`config.mk`:
```
export PLATFORM = sky130hd
export DESIGN_NAME = ifu_fetch
export DESIGN_NICKNAME = d
export VERILOG_FILES = /design/src/rtl/ifu_fetch.sv
export SDC_FILE = /design/constraint.sdc
export NUM_CORES = 1
export LEC_CHECK = 0
export CAP_MARGIN = 20
export CORE_MARGIN = 3
export CORE_UTILIZATION = 35
export DETAILED_ROUTE_END_ITERATION = 10
export PLACE_DENSITY_LB_ADDON = 0.12
export SLEW_MARGIN = 10
export SYNTH_ARGS = -nofsm -noshare
export SYNTH_HDL_FRONTEND = slang
export SYNTH_SLANG_ARGS = --single-unit
```
`constraint.sdc`:
```
create_clock -name clk -period 2.4 [get_ports clk]
set_input_delay 0.48 -clock clk [delete_from_list [all_inputs] [get_ports clk]]
set_output_delay 0.48 -clock clk [all_outputs]
set_load 0.02 [all_outputs]
```
`src/rtl/ifu_fetch.sv`:
```
// rtl/ifu_fetch.sv - instruction fetch unit: one word-aligned memory read per instruction, valid/ready to decode
module ifu_fetch #(
    parameter int XLEN  = 64,
    parameter int BUS_W = 64
) (
    input  logic            clk,
    input  logic            rst,
    input  logic [XLEN-1:0] pc,
    input  logic            fetch_en,
    input  logic            redirect,
    output logic            mem_req_valid,
    input  logic            mem_req_ready,
    output logic [XLEN-1:0] mem_req_addr,
    input  logic            mem_rsp_valid,
    input  logic [BUS_W-1:0] mem_rsp_data,
    input  logic            mem_rsp_err,
    output logic            inst_valid,
    input  logic            inst_ready,
    output logic [31:0]     inst,
    output logic [XLEN-1:0] inst_pc,
    output logic            inst_err,
    output logic [XLEN-1:0] fetch_cnt
);

    typedef enum logic [2:0] {
        IDLE  = 3'd0,
        REQ   = 3'd1,
        WAIT  = 3'd2,
        VALID = 3'd3,
        DROP  = 3'd4
    } state_t;

    state_t          state, state_d;
    logic [XLEN-1:0] pc_q;
    logic            latch_pc;
    logic            mis_load;
    logic            rsp_load;
    logic            cnt_inc;
    logic            pc_misaligned;

    assign pc_misaligned = (pc[1:0] != 2'b00);
    assign mem_req_valid = (state == REQ);
    assign mem_req_addr  = {pc_q[XLEN-1:3], 3'b000};
    assign inst_valid    = (state == VALID);

    always_comb begin
        state_d  = state;
        latch_pc = 1'b0;
        mis_load = 1'b0;
        rsp_load = 1'b0;
        cnt_inc  = 1'b0;
        case (state)
            IDLE: begin
                if (fetch_en && !redirect) begin
                    latch_pc = 1'b1;
                    mis_load = pc_misaligned;
                    state_d  = pc_misaligned ? VALID : REQ;
                end
            end
            REQ: begin
                // an accepted request still owes us a beat, so a flush must drain it
                if (redirect)
                    state_d = mem_req_ready ? DROP : IDLE;
                else if (mem_req_ready)
                    state_d = WAIT;
            end
            WAIT: begin
                if (mem_rsp_valid) begin
                    rsp_load = !redirect;
                    state_d  = redirect ? IDLE : VALID;
                end else if (redirect) begin
                    state_d = DROP;
                end
            end
            VALID: begin
                if (redirect) begin
                    state_d = IDLE;
                end else if (inst_ready) begin
                    cnt_inc = 1'b1;
                    if (fetch_en) begin
                        latch_pc = 1'b1;
                        mis_load = pc_misaligned;
                        state_d  = pc_misaligned ? VALID : REQ;
                    end else begin
                        state_d = IDLE;
                    end
                end
            end
            DROP: begin
                if (mem_rsp_valid)
                    state_d = IDLE;
            end
            default: state_d = IDLE;
        endcase
    end

    always_ff @(posedge clk) begin
        if (rst) begin
            state     <= IDLE;
            pc_q      <= '0;
            inst      <= '0;
            inst_pc   <= '0;
            inst_err  <= 1'b0;
            fetch_cnt <= '0;
        end else begin
            state <= state_d;
            if (latch_pc)
                pc_q <= pc;
            if (mis_load) begin
                inst     <= '0;
                inst_pc  <= pc;
                inst_err <= 1'b1;
            end
            if (rsp_load) begin
                inst     <= mem_rsp_err ? 32'd0
                          : (pc_q[2] ? mem_rsp_data[63:32] : mem_rsp_data[31:0]);
                inst_pc  <= pc_q;
                inst_err <= mem_rsp_err;
            end
            if (cnt_inc)
                fetch_cnt <= fetch_cnt + XLEN'(1);
        end
    end

endmodule

```
==> results of run 1 <==
==> cells in the final DEF (no fill, tap or decap), drive strengths merged, types with 14 or more instances in the layout <==
| master | instances |
|---|---|
| or3 | 20 |
| mux2 | 32 |
| or4 | 14 |
| nand4 | 23 |
| mux2i | 66 |
| nor2 | 137 |
| clkbuf | 40 |
| nand2 | 157 |
| buf | 60 |
| a22oi | 32 |
| dfxtp | 228 |
| clkdlybuf4s50 | 356 |
| o21ai | 22 |
| xnor2 | 24 |
| nand3 | 24 |
| a21oi | 101 |
| a211oi | 64 |
==> worst max-delay path, cell delays in order, from the launching register on <==
cell     delay [ns]
dfxtp_1        0.41
ha_2           0.26
and4_1         0.20
and4_1         0.26
nand4_1        0.15
buf_4          0.20
or4_1          0.50
a21oi_1        0.15
==> metrics by stage <==
| stage | utilization | setup WS (ns) | instances | setup TNS [ns] | total power [mW] |
|---|---|---|---|---|---|
| 3_3_place_gp | 0.492 | -0.104 | 1845 | -0.849 | 7.84 |
| 6_report | 0.519 | 0.196 | 1887 | 0 | 11.4 |
| 4_1_cts | 0.519 | 0.169 | 1887 | 0 | 11.6 |
| 3_5_place_dp | 0.492 | -0.138 | 1845 | -1.76 | 7.88 |
| 2_1_floorplan | - | 0.219 | 1193 | 0 | 6.42 |
| 5_1_grt | 0.519 | 0.0220 | 1887 | 0 | 12.0 |
==> area by class of cell <==
class | instances | area, sq um | area share
Multi-Input combinational cell | 803 | 4860 | 0.325
Timing Repair Buffer | 418 | 4210 | 0.282
Clock buffer | 40 | 774 | 0.0518
Sequential cell | 228 | 4560 | 0.305
Clock inverter | 2 | 10.0 | 0.000670
Tap cell | 384 | 480 | 0.0321
Inverter | 12 | 46.3 | 0.00310
==> synth_stat cells (11+ instances only) <==
master	n	area, sq um
or4_1	13	97.6
xnor2_1	24	210
nand3_1	24	120
buf_4	64	480
a211oi_1	64	480
clkbuf_1	57	214
nand4_1	22	138
nand2_1	157	589
nor2_1	137	514
a22oi_1	32	240
dfxtp_1	228	4560
mux2i_1	66	661
a21oi_1	101	505
buf_2	18	90.1
or3_1	20	125
o31ai_1	11	82.6
inv_1	11	41.3
mux2_2	32	360
o21ai_0	21	105
==> repair_timing <==
action,in CTS,in global routing
resized for setup,2,1
pin swaps,0,0
setup endpoints to repair,2,1
hold buffers,0,0
hold endpoints to repair,0,0
==> worst paths after layout <==
kind | startpoint | to | slack [ns] | cells past startpoint
min | rst | inst[30]$_SDFFE_PP0P_ | 0.41 | 2
min reg2reg | pc_q[1]$_SDFFE_PP0P_ | pc_q[1]$_SDFFE_PP0P_ | 0.45 | 2
max reg2reg | fetch_cnt[0]$_SDFFE_PP0P_ | fetch_cnt[56]$_SDFFE_PP0P_ | 0.20 | 7
max | fetch_cnt[0]$_SDFFE_PP0P_ | fetch_cnt[56]$_SDFFE_PP0P_ | 0.20 | 7
==> power groups by stage <==
stage | Sequential [mW] | Combinational (mW) | Clock (mW)
after CTS | 4.45 | 3.34 | 3.83
after detailed placement | 4.53 | 3.34 | 0
final | 4.45 | 3.30 | 3.69
after floorplan | 4.82 | 1.60 | 0
after global placement | 4.52 | 3.32 | 0
after global routing | 4.50 | 3.56 | 3.98
==> cell families (layout without fill, tap and decap cells) <==
| family | after synthesis | count (layout) |
|---|---|---|
| other cells | 1 | 3 |
| mux | 98 | 98 |
| buf+inv | 162 | 472 |
| fa+ha+maj | 1 | 1 |
| flops | 228 | 228 |
| simple gates | 432 | 432 |
| compound gates | 237 | 237 |
| xor+xnor | 32 | 32 |
==> sequential cells by signal (all words and copies together) (netlist names) <==
register,count
inst_pc,64
inst,32
fetch_cnt,64
state,3
inst_err,1
pc_q,64
==> metal layers <==
metal / GRT usage / wire (um) / vias to the layer above
li1: - / - / 4703
met1: 0.239 / 13200 / 4387
met2: 0.324 / 15100 / 231
met3: 0.0455 / 2180 / 30
met4: 0.0321 / 377 / 2
met5: 0 / 13 / -
==> results by group, run 1 <==
Synth
  – Seq/Total Area, Yosys: 0.445
  – EDFF count, synth: 0
  – Async SR Flop Fraction: 0
  – Synth Register Bits: 228
  – Synthesized instance count: 1191
  – Top FF cell, synth: dfxtp_1
  – Synth Area in Simple Gates: 0.197
  – Post-Synth XOR/XNOR Area: 0.0273
  – Ys Warns: 0
  – Compound-Gate Fraction of Synth Area: 0.144
  – Netlist Area Pre-Place: 10300 sq um
  – Post-Synth Adder-Cell Area: 0.00122
  – Syn_area_per_cell: 8.62 sq um
  – Multiplexer area fraction after synthesis: 0.0995
  – Post-synth cell types: 51
  – Largest family of logic cells by synthesized area: simple AND/OR/NAND/NOR gates

Placed design
  – Area of placed instances: 14200 sq um
  – Dpl hpwl: 22100 um
  – Routability Congestion: 0.791
  – Port-buffer cells: 359

Floorplanning
  – Rows: 62
  – Area of the core: 28800 sq um
  – Initial Util: 0.357
  – IO Count: 363
  – DIE AREA: 31400 sq um
  – Die Y: 177 um
  – Die X: 177 um

Timing
  – Final setup vio count: 0
  – Max Clk Rate: 454 MHz
  – WHS: 0.410 ns
  – Fin. max-slew vios: 0
  – Final min period: 2.20 ns
  – Worst slew pin tran: 0.607 ns
  – Setup repair after global routing missed its margin: no
  – Worst Clk Skew: 0.00948 ns
  – Final Hold Fails: 0
  – Period utilisation layout: 0.919
  – Worst slew margin: 0.595

Run
  – Max-cap viol count: 0

Power and ir drop
  – Gate power share: 0.288
  – Clk network pwr share: 0.323
  – Max VDD drop: 0.000423 V
  – Power Internal: 7.96 mW
  – NetSw: 3.48 mW
  – Net Sw Frac: 0.304
  – Pwr/cell area: 765 nW/um^2
  – Flop pwr share: 0.389
  – Leak: 5.54 nW

Critical path
  – CP startpoint kind: register
  – CP arrival: 2.64 ns
  – CP required: 2.84 ns
  – CP Capture Type: register
  – CP Max Fanout: 10
  – Critical path class: register to register

Global routing
  – Initial antenna violation count: 1
  – Largest net degree at the start of global routing: 65
  – First-pass GRT wire length: 48100 um
  – GR Util All Layers: 0.187
  – Total gr overflow: 0
  – Number of global-route vias before repair: 8830

Clock tree
  – Worst skew pair latency: 0.51 ns
  – Root buffer cell: clkbuf_16
  – Max clock buf depth: 3
  – Clk slew on worst S/H paths: 0.06 ns
  – CTS Buf Count: 27
  – H-tree levels: 1
  – CTS sink cnt: 228
  – CTS tree: done
  – Post-CTS setup repair buffer count: 0

Finish
  – Fillers: 2751
  – Antenna cells: 0
  – Layout cells sized above 1: 0.0965
  – Final net count: 1627
  – Syn-to-layout area delta: 45.6%
  – Fin area: 14900 sq um

Drt
  – Antenna Violating Nets Remaining: 0
  – First-pass detailed-route iteration total: 4
  – Vias per inst: 4.96
  – DR iter-0 viols: 387
  – DR WL/cell: 16.4 um
  – Final WL: 30900 um
  – DRC: 0
  – Via count: 9353

Worst hold path
  – Hold crit path type: input pin to register

Outcome
  – Status: finished clean
Note: power is estimated with default switching activity, not from simulation.
==> run 2, diff against run 1 <==
==> constraint.sdc (replaced) <==
create_clock -name clk -period 2.4 [get_ports clk]
set_input_delay 0.48 -clock clk [delete_from_list [all_inputs] [get_ports clk]]
set_output_delay 0.48 -clock clk [all_outputs]
set_load 0.005 [all_outputs]
==> run 2 against run 1 <==
  * Largest cell class unchanged
  * Clock-buffer cell count is 2 lower
  * Register-to-register slack barely moved
  * Cell count increased by 0.37%
  * Critical endpoint is now fetch_cnt[51]$_SDFFE_PP0P_
  * Wire length is essentially flat
  * Utilization rose by 0.23 points
==> results by group, run 2 (synthesis gave the netlist of run 1 again) <==
Outcome
  – Status: finished clean

Power and ir drop
  – Leak: 5.58 nW
  – Max VDD drop: 0.000502 V
  – Pwr/cell area: 747 nW/um^2

Drt
  – DR WL/cell: 16.3 um
  – DR iter-0 viols: 376
  – Final WL: 30900 um
  – Vias per inst: 4.94
  – Via count: 9349
  – First-pass detailed-route iteration total: 5
  – Antenna Violating Nets Remaining: 0
  – DRC: 0

Critical path
  – CP Capture Type: register
  – Worst reg-to-reg setup slack: 0.20 ns
  – Critical path class: register to register
  – CP required: 2.85 ns
  – Start of the worst register-to-register path: fetch_cnt[10]$_SDFFE_PP0P_
  – CP Max Fanout: 6
  – CP startpoint kind: register
  – Worst R2R End: fetch_cnt[51]$_SDFFE_PP0P_
  – CP arrival: 2.65 ns
  – R2r worst-path depth: 6

Floorplanning
  – DIE AREA: 31400 sq um
  – IO Count: 363
  – Initial Util: 0.357
  – Die X: 177 um
  – Rows: 62
  – Area of the core: 28800 sq um
  – Die Y: 177 um

Global routing
  – First-pass GRT wire length: 48100 um
  – Number of global-route vias before repair: 8745
  – Total gr overflow: 0
  – GR Util All Layers: 0.187
  – Largest net degree at the start of global routing: 65
  – Initial antenna violation count: 1

Timing
  – Setup TNS Final: 0 ns
  – Max Clk Rate: 455 MHz
  – Worst slew margin: 0.604
  – Final min period: 2.20 ns
  – Final Hold Fails: 0
  – Worst slew pin tran: 0.595 ns
  – Period utilisation layout: 0.916
  – Setup slack after layout: 0.201 ns
  – Worst Clk Skew: 0.00890 ns
  – Final setup vio count: 0
  – Setup repair after global routing missed its margin: no
  – Fin. max-slew vios: 0

Finish
  – Syn-to-layout area delta: 46.3%
  – Fin area: 15000 sq um
  – Post-layout util: 0.522
  – Fillers: 2678
  – Post-Layout Cell Count: 1894
  – Largest registers: fetch_cnt: 64 flops, inst_pc: 64 flops, pc_q: 64 flops
  – Commonest cells after routing, fill and taps aside: clkdlybuf4s50_1, dfxtp_1, nand2_1
  – Register area: 4560 sq um
  – Antenna cells: 0
  – Final net count: 1627
  – Layout cells sized above 1: 0.101
  – Commonest non-fill, non-tap cell in the layout: clkdlybuf4s50_1
  – Combined area of the multi-input logic cells: 4860 sq um

Worst hold path
  – Hold crit path type: input pin to register
  – Hold Path End: inst[30]$_SDFFE_PP0P_
  – Hold Path Depth: 2
  – Hold Startpoint: rst

Clock tree
  – CTS sink cnt: 228
  – CTS tree: done
  – Worst skew pair latency: 0.53 ns
  – Post-CTS sizing: 1
  – CTS Buf Count: 27
  – Post-CTS setup repair buffer count: 0
  – Max clock buf depth: 3
  – Clk slew on worst S/H paths: 0.06 ns
  – Root buffer cell: clkbuf_16
  – Cts hold-fix bufs: 0
  – H-tree levels: 1

Placed design
  – DP Worst Slack: -0.136 ns
  – Port-buffer cells: 359
  – Area of placed instances: 14200 sq um
  – Dpl cells: 1845
  – Routability Congestion: 0.794
  – Dpl hpwl: 22000 um

Run
  – Max-cap viol count: 0
[run 2: changes by cell type in the layout (fill, tap and decap cells not counted), sizes merged]
cell | before | now
clkdlybuf4s50 | 356 | 357
bufinv | 0 | 1
clkbuf | 40 | 38
inv | 11 | 12
dlygate4sd2 | 2 | 1
clkinv | 3 | 10
[run 2: metal layers]
layer	vias to the layer above	GRT usage	routed length [um]
li1	4710	-	-
met1	4332	0.237	13000
met2	277	0.322	15100
met3	28	0.0465	2320
met4	2	0.0389	471
met5	-	0	13
[run 2: power breakdown]
group	total [mW]	internal (mW)	switching, mW
sequential	4.44	4.20	0.238
combinational	2.85	1.56	1.28
clock	3.92	2.32	1.60
total	11.2	8.09	3.12
[run 2: layout make-up]
cell class	instances	area share
clock buffers	38	0.0511
clock inverters	11	0.00558
inverters	12	0.00308
multi-input cells	803	0.324
flip-flops and latches	228	0.304
well taps	384	0.0320
repair buffers	418	0.281
[run 2: through the flow]
stage          total power [mW]  hold WS (ns)
4_1_cts                    11.4         0.389
3_5_place_dp               7.42         0.446
6_report                   11.2         0.396
2_1_floorplan              5.96         0.436
5_1_grt                    11.8         0.425
3_3_place_gp               7.39         0.441
[run 2: worst max-delay path, cell delays in order (launching register included)]
cell and delay (ns):
dfxtp_1 0.43, nand4_1 0.24, nor4_2 0.45, nand4_1 0.19, buf_4 0.19, or4_1 0.47, a21oi_1 0.16
[run 2: worst max path at each step]
stage | from | end
finish | fetch_cnt[10]$_SDFFE_PP0P_ | fetch_cnt[51]$_SDFFE_PP0P_
global route | fetch_cnt[1]$_SDFFE_PP0P_ | fetch_cnt[62]$_SDFFE_PP0P_
CTS | fetch_cnt[0]$_SDFFE_PP0P_ | fetch_cnt[54]$_SDFFE_PP0P_
detailed placement | redirect | fetch_cnt[28]$_SDFFE_PP0P_
global placement | redirect | fetch_cnt[24]$_SDFFE_PP0P_
floorplan | redirect | fetch_cnt[63]$_SDFFE_PP0P_
